File: config.mk
export PLATFORM = sky130hd
export DESIGN_NAME = dpram_stream_out
export DESIGN_NICKNAME = d
export VERILOG_FILES = /design/src/rtl/dpram_stream_out.sv
export SDC_FILE = /design/constraint.sdc
export NUM_CORES = 1
export LEC_CHECK = 0
export CORE_UTILIZATION = 30
export DETAILED_ROUTE_END_ITERATION = 10
export GPL_TIMING_DRIVEN = 0
export PLACE_DENSITY = 0.61
export SYNTH_ARGS = -nofsm -noshare
export SYNTH_HDL_FRONTEND = slang
export SYNTH_SLANG_ARGS = --single-unit
File: constraint.sdc
create_clock -name clk -period 3.2 [get_ports clk]
set_input_delay 0.96 -clock clk [delete_from_list [all_inputs] [get_ports clk]]
set_output_delay 0.96 -clock clk [all_outputs]
set_load 0.1 [all_outputs]
File: src/rtl/dpram_stream_out.sv
// Drains a filled DPRAM as a byte stream: 16-bit length header (MSB first), then each
// 32-bit word MSB first, with valid/ready flow control toward the host link.
module dpram_stream_out #(
  parameter int unsigned P_DPRAM_ADR_WIDTH = 10,
  parameter int unsigned P_RD_LAT          = 2
) (
  input  logic                         clk,
  input  logic                         rst,
  input  logic                         dpram_run,
  input  logic [15:0]                  dpram_len,
  output logic                         dpram_busy,
  output logic [P_DPRAM_ADR_WIDTH-1:0] dpram_rd_addr,
  input  logic [31:0]                  dpram_rd_data,
  output logic [7:0]                   out_data,
  output logic                         out_valid,
  input  logic                         out_ready,
  output logic [31:0]                  words_sent
);

  localparam int unsigned LP_IDX_W   = P_DPRAM_ADR_WIDTH + 1;
  localparam logic [16:0] LP_MAX_LEN = 17'(1) << P_DPRAM_ADR_WIDTH;

  typedef enum logic [2:0] {
    S_IDLE,
    S_LEN_HI,
    S_LEN_LO,
    S_FETCH,
    S_WAIT,
    S_SHIFT,
    S_DONE
  } state_t;

  state_t                         r_state, w_state_nxt;
  logic [15:0]                    r_len, w_len_nxt;
  logic [LP_IDX_W-1:0]            r_idx, w_idx_nxt, w_idx_inc;
  logic [P_DPRAM_ADR_WIDTH-1:0]   r_addr, w_addr_nxt;
  logic [31:0]                    r_shift, w_shift_nxt;
  logic [1:0]                     r_byte_cnt, w_byte_cnt_nxt;
  logic [1:0]                     r_wait, w_wait_nxt;
  logic [31:0]                    r_words_sent, w_words_nxt;
  logic                           w_beat;

  assign w_idx_inc = r_idx + LP_IDX_W'(1);
  assign w_beat    = out_valid && out_ready;

  always_comb begin
    w_state_nxt    = r_state;
    w_len_nxt      = r_len;
    w_idx_nxt      = r_idx;
    w_addr_nxt     = r_addr;
    w_shift_nxt    = r_shift;
    w_byte_cnt_nxt = r_byte_cnt;
    w_wait_nxt     = r_wait;
    w_words_nxt    = r_words_sent;
    unique case (r_state)
      S_IDLE: begin
        if (dpram_run) begin
          w_len_nxt   = ({1'b0, dpram_len} > LP_MAX_LEN) ? LP_MAX_LEN[15:0] : dpram_len;
          w_idx_nxt   = '0;
          w_state_nxt = S_LEN_HI;
        end
      end
      S_LEN_HI: begin
        if (w_beat) w_state_nxt = S_LEN_LO;
      end
      S_LEN_LO: begin
        if (w_beat) w_state_nxt = (r_len != 16'd0) ? S_FETCH : S_DONE;
      end
      S_FETCH: begin
        w_addr_nxt  = r_idx[P_DPRAM_ADR_WIDTH-1:0];
        w_wait_nxt  = '0;
        w_state_nxt = S_WAIT;
      end
      S_WAIT: begin
        // Address is held after S_FETCH, so the data stays valid while we count.
        if (r_wait == 2'(P_RD_LAT - 1)) begin
          w_shift_nxt    = dpram_rd_data;
          w_byte_cnt_nxt = '0;
          w_state_nxt    = S_SHIFT;
        end else begin
          w_wait_nxt = r_wait + 2'd1;
        end
      end
      S_SHIFT: begin
        if (w_beat) begin
          w_shift_nxt    = {r_shift[23:0], 8'h00};
          w_byte_cnt_nxt = r_byte_cnt + 2'd1;
          if (r_byte_cnt == 2'd3) begin
            w_words_nxt = r_words_sent + 32'd1;
            w_idx_nxt   = w_idx_inc;
            w_state_nxt = (16'(w_idx_inc) < r_len) ? S_FETCH : S_DONE;
          end
        end
      end
      S_DONE: begin
        w_state_nxt = S_IDLE;
      end
      default: begin
        w_state_nxt = S_IDLE;
      end
    endcase
  end

  always_ff @(posedge clk) begin
    if (rst) begin
      r_state      <= S_IDLE;
      r_len        <= '0;
      r_idx        <= '0;
      r_addr       <= '0;
      r_shift      <= '0;
      r_byte_cnt   <= '0;
      r_wait       <= '0;
      r_words_sent <= '0;
    end else begin
      r_state      <= w_state_nxt;
      r_len        <= w_len_nxt;
      r_idx        <= w_idx_nxt;
      r_addr       <= w_addr_nxt;
      r_shift      <= w_shift_nxt;
      r_byte_cnt   <= w_byte_cnt_nxt;
      r_wait       <= w_wait_nxt;
      r_words_sent <= w_words_nxt;
    end
  end

  always_comb begin
    out_valid = 1'b0;
    out_data  = 8'h00;
    unique case (r_state)
      S_LEN_HI: begin
        out_valid = 1'b1;
        out_data  = r_len[15:8];
      end
      S_LEN_LO: begin
        out_valid = 1'b1;
        out_data  = r_len[7:0];
      end
      S_SHIFT: begin
        out_valid = 1'b1;
        out_data  = r_shift[31:24];
      end
      default: begin
        out_valid = 1'b0;
        out_data  = 8'h00;
      end
    endcase
  end

  assign dpram_busy    = (r_state != S_IDLE);
  assign dpram_rd_addr = (r_state == S_FETCH) ? r_idx[P_DPRAM_ADR_WIDTH-1:0] : r_addr;
  assign words_sent    = r_words_sent;

endmodule

Word level (Yosys, flattened, before mapping):

Index checks and enable logic that the tools add are counted.

* register bits after elaboration: 108
* bits of input ports: 52
* word-level logic and storage cells: 67

* add/subtract/negate cells: 4
* magnitude comparators: 2
* equal/unequal tests: 14
* mux-type cells: 25
* reduce and logical (&&, ||, !) cells: 14

Operator list (count)
* 32-bit two-way mux: 2
* 32-bit case mux with 2 select lines: 1
* 11-bit two-way mux: 3
* 32-bit by 1-bit adder with 32-bit output, second input constant: 1
* 3-bit two-way mux: 8
* 8-bit case mux with 3 select lines: 1
* 11-bit case mux with 2 select lines: 1
* 3-bit case mux with 6 select lines: 1
* 16-bit by 11-bit > comparator with 1-bit output, second input constant: 1
* 11-bit by 16-bit less-than comparator with 1-bit output: 1
* 16-bit two-way mux: 1
* 16-bit nonzero test: 1
* 2-bit inequality test, second input constant: 7
* 11-bit by 1-bit adder with 11-bit output, second input constant: 1
* 10-bit two-way mux: 1
* 2-bit case mux with 2 select lines: 2
* 3-bit by 2-bit == test with 1-bit output, second input constant: 2
* 3-bit == test, second input constant: 2
* 2-bit two-way mux: 3
* 3-bit AND reduction: 2
* 6-bit AND reduction: 1
* 2-bit nonzero test: 3
* 2-bit by 1-bit adder with 2-bit output, second input constant: 2
* 2-bit AND reduction: 2
* 9 further kinds: 9

Longest topological paths before layout:

* depth after elaboration: 6
* mapped depth: 10

Least setup slack after synthesis:

No wires, ideal clock.

* path type: register -> output
* start: register r_state[0]
* end: output out_data[0]
* arrival time: 3250 ps
* path slack: -1010 ps
* cell stages (with the launch flop): 6
* cells stage by stage: dfxtp_1 > buf_2 > nor2b_1 > clkbuf_1 > a22oi_1 > o21ai_0

* longest elaborated chain between the ends: 2

RTL lines
* from (decl): line 33 `state_t r_state, w_state_nxt;`
* from (signal assigned): line 115 `r_state <= w_state_nxt;`
* 3-bit == test (tied with other cells): line 129 `unique case (r_state)`
* 8-bit case mux with 3 select lines *: line 129
* to (decl): line 14 `output logic [7:0] out_data,`

Mark *: on every way between the ends. The rest lies on a longest branch, timed or not.

Worst setup path in the final report:

* start: register r_state[2]
* end: output dpram_rd_addr[7]

* longest elaborated chain between the ends: 2

RTL lines
* 3-bit by 2-bit == test with 1-bit output: line 150 `assign dpram_rd_addr = (r_state == S_FETCH) ? r_idx[P_DPRAM_ADR_WIDTH-1:0] : r_addr;`
* 10-bit two-way mux
* to (decl): line 12 `output logic [P_DPRAM_ADR_WIDTH-1:0] dpram_rd_addr,`

Every way passes these cells.

==> flow_summary.toml <==
[run_status]
outcome = "complete, no violations"

[clock_network]
cts_tree = "yes"
h-tree-depth = 3
clock_sinks = 108
cts-resized-gates = 102
path_clk_slew_ns = 0.07
clk_path_buf_depth = 2
cts_setup_buffers = 0
clkLatencyLatePin_ns = 0.36
hold_buffers = 0
clockRootBuffer = "clkbuf_16"
cts_buffers = 9

[global_route]
grt_util_all_layers_pct = 15.85
antenna_found_initial = 0
grt_pass1_wl_mm = 22.50
overflow = 0
grt_max_degree = 18
grt_pass1_vias = 4368

[logic_synthesis]
synth_area_leaders = "dfxtp_1, nor2_1, nand2_1, xor2_1, a311oi_1"
synth_flop_cell = "dfxtp_1"
synth.largest_area_cell = "dfxtp_1"
synth_top_area_share_pct = 41.29
yosysUniqueCellTypes = 54
synth_seq_cells = 108
ys_seq_area_share_pct = 41.29
synth_nets = 680
synth.avg_cell_area_um2 = 8.528
async_reset_ff_share_pct = 0
synth_edf_count = 0
syn_area_um2 = 5236
yosys_warnings = 0
synthCells = 614

[cells_and_area]
drive_above_1_share_pct = 11.61
finalInstanceArea_um2 = 6827
final_cell_mix = "dfxtp_1, nor2_1, clkdlybuf4s50_1"
nets = 793
area_growth_pct = 30.37
mostFrequentLayoutCell = "dfxtp_1"
nFillCells = 1756

[flow_run]
drv_cap = 0

[power_and_ir_drop]
vdd_drop_max_uv = 266.9
p_sw_share_pct = 28.41
p_leak_uw = 0.002487
p_int_uw = 2126
power_frac_comb_pct = 15.9
p_total_uw = 2970
switchingPower_uw = 843.6
pwr-share-clk_pct = 36.8
power_frac_seq_pct = 47.3
powerDensity_nw_per_um2 = 435.0

[critical_path]
cp.required_ns = 2.24
critPathKind = "reg2out"
endpoint_kind = "primary output"
crit_chain = "inv_1, nand3_1, clkbuf_4, mux2_2, clkbuf_4"
path_common_cell = "clkbuf_4"
cpMaxStageDelayCell = "dfxtp_2"
cp.arrival_ns = 2.12
critPathTopFamily = "buffers and inverters"
startpoint_type = "flop"
crit_path_max_incr_delay_ns = 0.45
worstPathMaxFanout = 10
crit_buf_inv = 3

[timing]
hold_viol = 0
setup_tns_ns = 0
worst_pin_slew_ns = 0.9895
relSlewSlack_pct = 33.83
whs_ns = 0.4661
clock.fmax_mhz = 324.7
fin_crit_sh_pct = 96.26
clock_skew_ns = 0.008080
drv_slew = 0
finalSetupViolCount = 0
finalCriticalPeriod_ns = 3.080
rsz0062_at_grt = "no"

[floorplanning]
io_pins = 104
die_y_um = 134.1
core-area_um2 = 16820
die_w_um = 134.1
start_util_pct = 31.13
placementRows = 47
dieArea_um2 = 17990

[drt]
wire_per_inst_um = 14.76
vias = 4718
dr.pass1.iters = 4
avgViaCountPerCell = 4.951
routed_wirelength_mm = 14.07
drc_errors = 0
drtIter0Drc = 296
ant_nets = 0

[placement]
numPortBuffers = 102
place_congestion = 0.8259
hpwl_mm = 10.31
placed_cell_area_um2 = 6563

[min_path]
worstHoldPathType = "reg2reg"
-- stage by stage --
stage	util, %	instances	setup slack [ns]
floorplan	-	614	0.2655
global placement	39.02	936	-0.4463
detailed placement	39.02	936	-0.4356
CTS	40.43	952	0.03287
global route	40.57	952	0.006745
finish	40.59	953	0.1198
-- flip-flops by register name (all words and copies together) (netlist names) --
| signal | flops |
|---|---|
| r_byte_cnt | 2 |
| r_wait | 2 |
| r_idx | 11 |
| r_shift | 32 |
| r_state | 3 |
| r_len | 16 |
| words_sent | 32 |
| r_addr | 10 |
-- cell type report --
cell class | instances | area (um2) | area share [%]
antenna | 1 | 2.502 | 0.03666
buffer | 41 | 203.9 | 2.988
clock buffer | 12 | 256.5 | 3.757
clock inverter | 4 | 33.78 | 0.4949
inverter | 18 | 67.56 | 0.9897
multi-input combinational | 447 | 2838 | 41.57
sequential | 108 | 2163 | 31.69
tap | 220 | 275.3 | 4.032
timing repair buffer | 102 | 985.9 | 14.44
-- kinds of logic (layout without fill, tap and decap cells) --
logic type                 count (synthesis)  in the layout  synth area share, %
adders and majority gates                 14             14                3.345
DFF                                      108            108                41.29
AOI/OAI and AO/OA                        106            106                15.05
and+or+nand+nor                          276            276                26.19
muxes                                     11             11                2.342
other                                      0              1                    0
buffers and inverters                     59            177                5.089
xor gates and xnor gates                  40             40                6.691
-- worst min-delay path, cell delays in order (launching register included) --
cell and delay (ns):
dfxtp_1 0.32, nand2_1 0.06, a21oi_1 0.05
-- synth_stat cells (3+ instances only) --
library cell,count
nand3_1,17
nand2_1,74
clkbuf_1,22
a31oi_1,3
xnor2_1,14
a21oi_1,18
inv_1,18
or3_1,6
ha_1,14
o21ai_0,14
and2_1,7
a22o_1,10
nor2_1,88
nor2b_1,13
nor3_1,9
a311oi_1,25
buf_2,12
mux2_2,10
nor4_1,9
and3_1,7
xor2_1,26
dfxtp_1,108
nand4_1,26
a22oi_1,16
buf_4,4
a311oi_2,3
a21o_1,6
-- per-layer routing --
metal  global-route usage [%]  wire, um  vias up
met2                    24.76      6426      105
li1                         -         -     2400
met4                    3.683       131        0
met1                    21.52      6707     2205
met3                    4.535       805        8
met5                        0         0        -
-- worst paths after layout --
kind / start / end / slack [ns] / depth (start not counted)
setup reg to reg: r_idx[0]$_SDFFE_PP0P_ / r_state[0]$_SDFFE_PP0P_ / 0.29 / 10
hold reg to reg: r_byte_cnt[1]$_SDFFE_PP0P_ / r_byte_cnt[1]$_SDFFE_PP0P_ / 0.47 / 2
hold / removal: r_byte_cnt[1]$_SDFFE_PP0P_ / r_byte_cnt[1]$_SDFFE_PP0P_ / 0.47 / 2
setup / recovery: r_state[2]$_SDFFE_PP0P_ / dpram_rd_addr[7] / 0.12 / 5
-- power by group through the flow --
stage          Clock [uW]  Combinational (uW)  Sequential, uW
2_1_floorplan           0                 320            1430
3_3_place_gp            0                 478            1430
3_5_place_dp            0                 478            1430
4_1_cts              1130                 475            1400
5_1_grt              1190                 509            1410
6_report             1090                 472            1400
(Power assumes the default switching activity.)
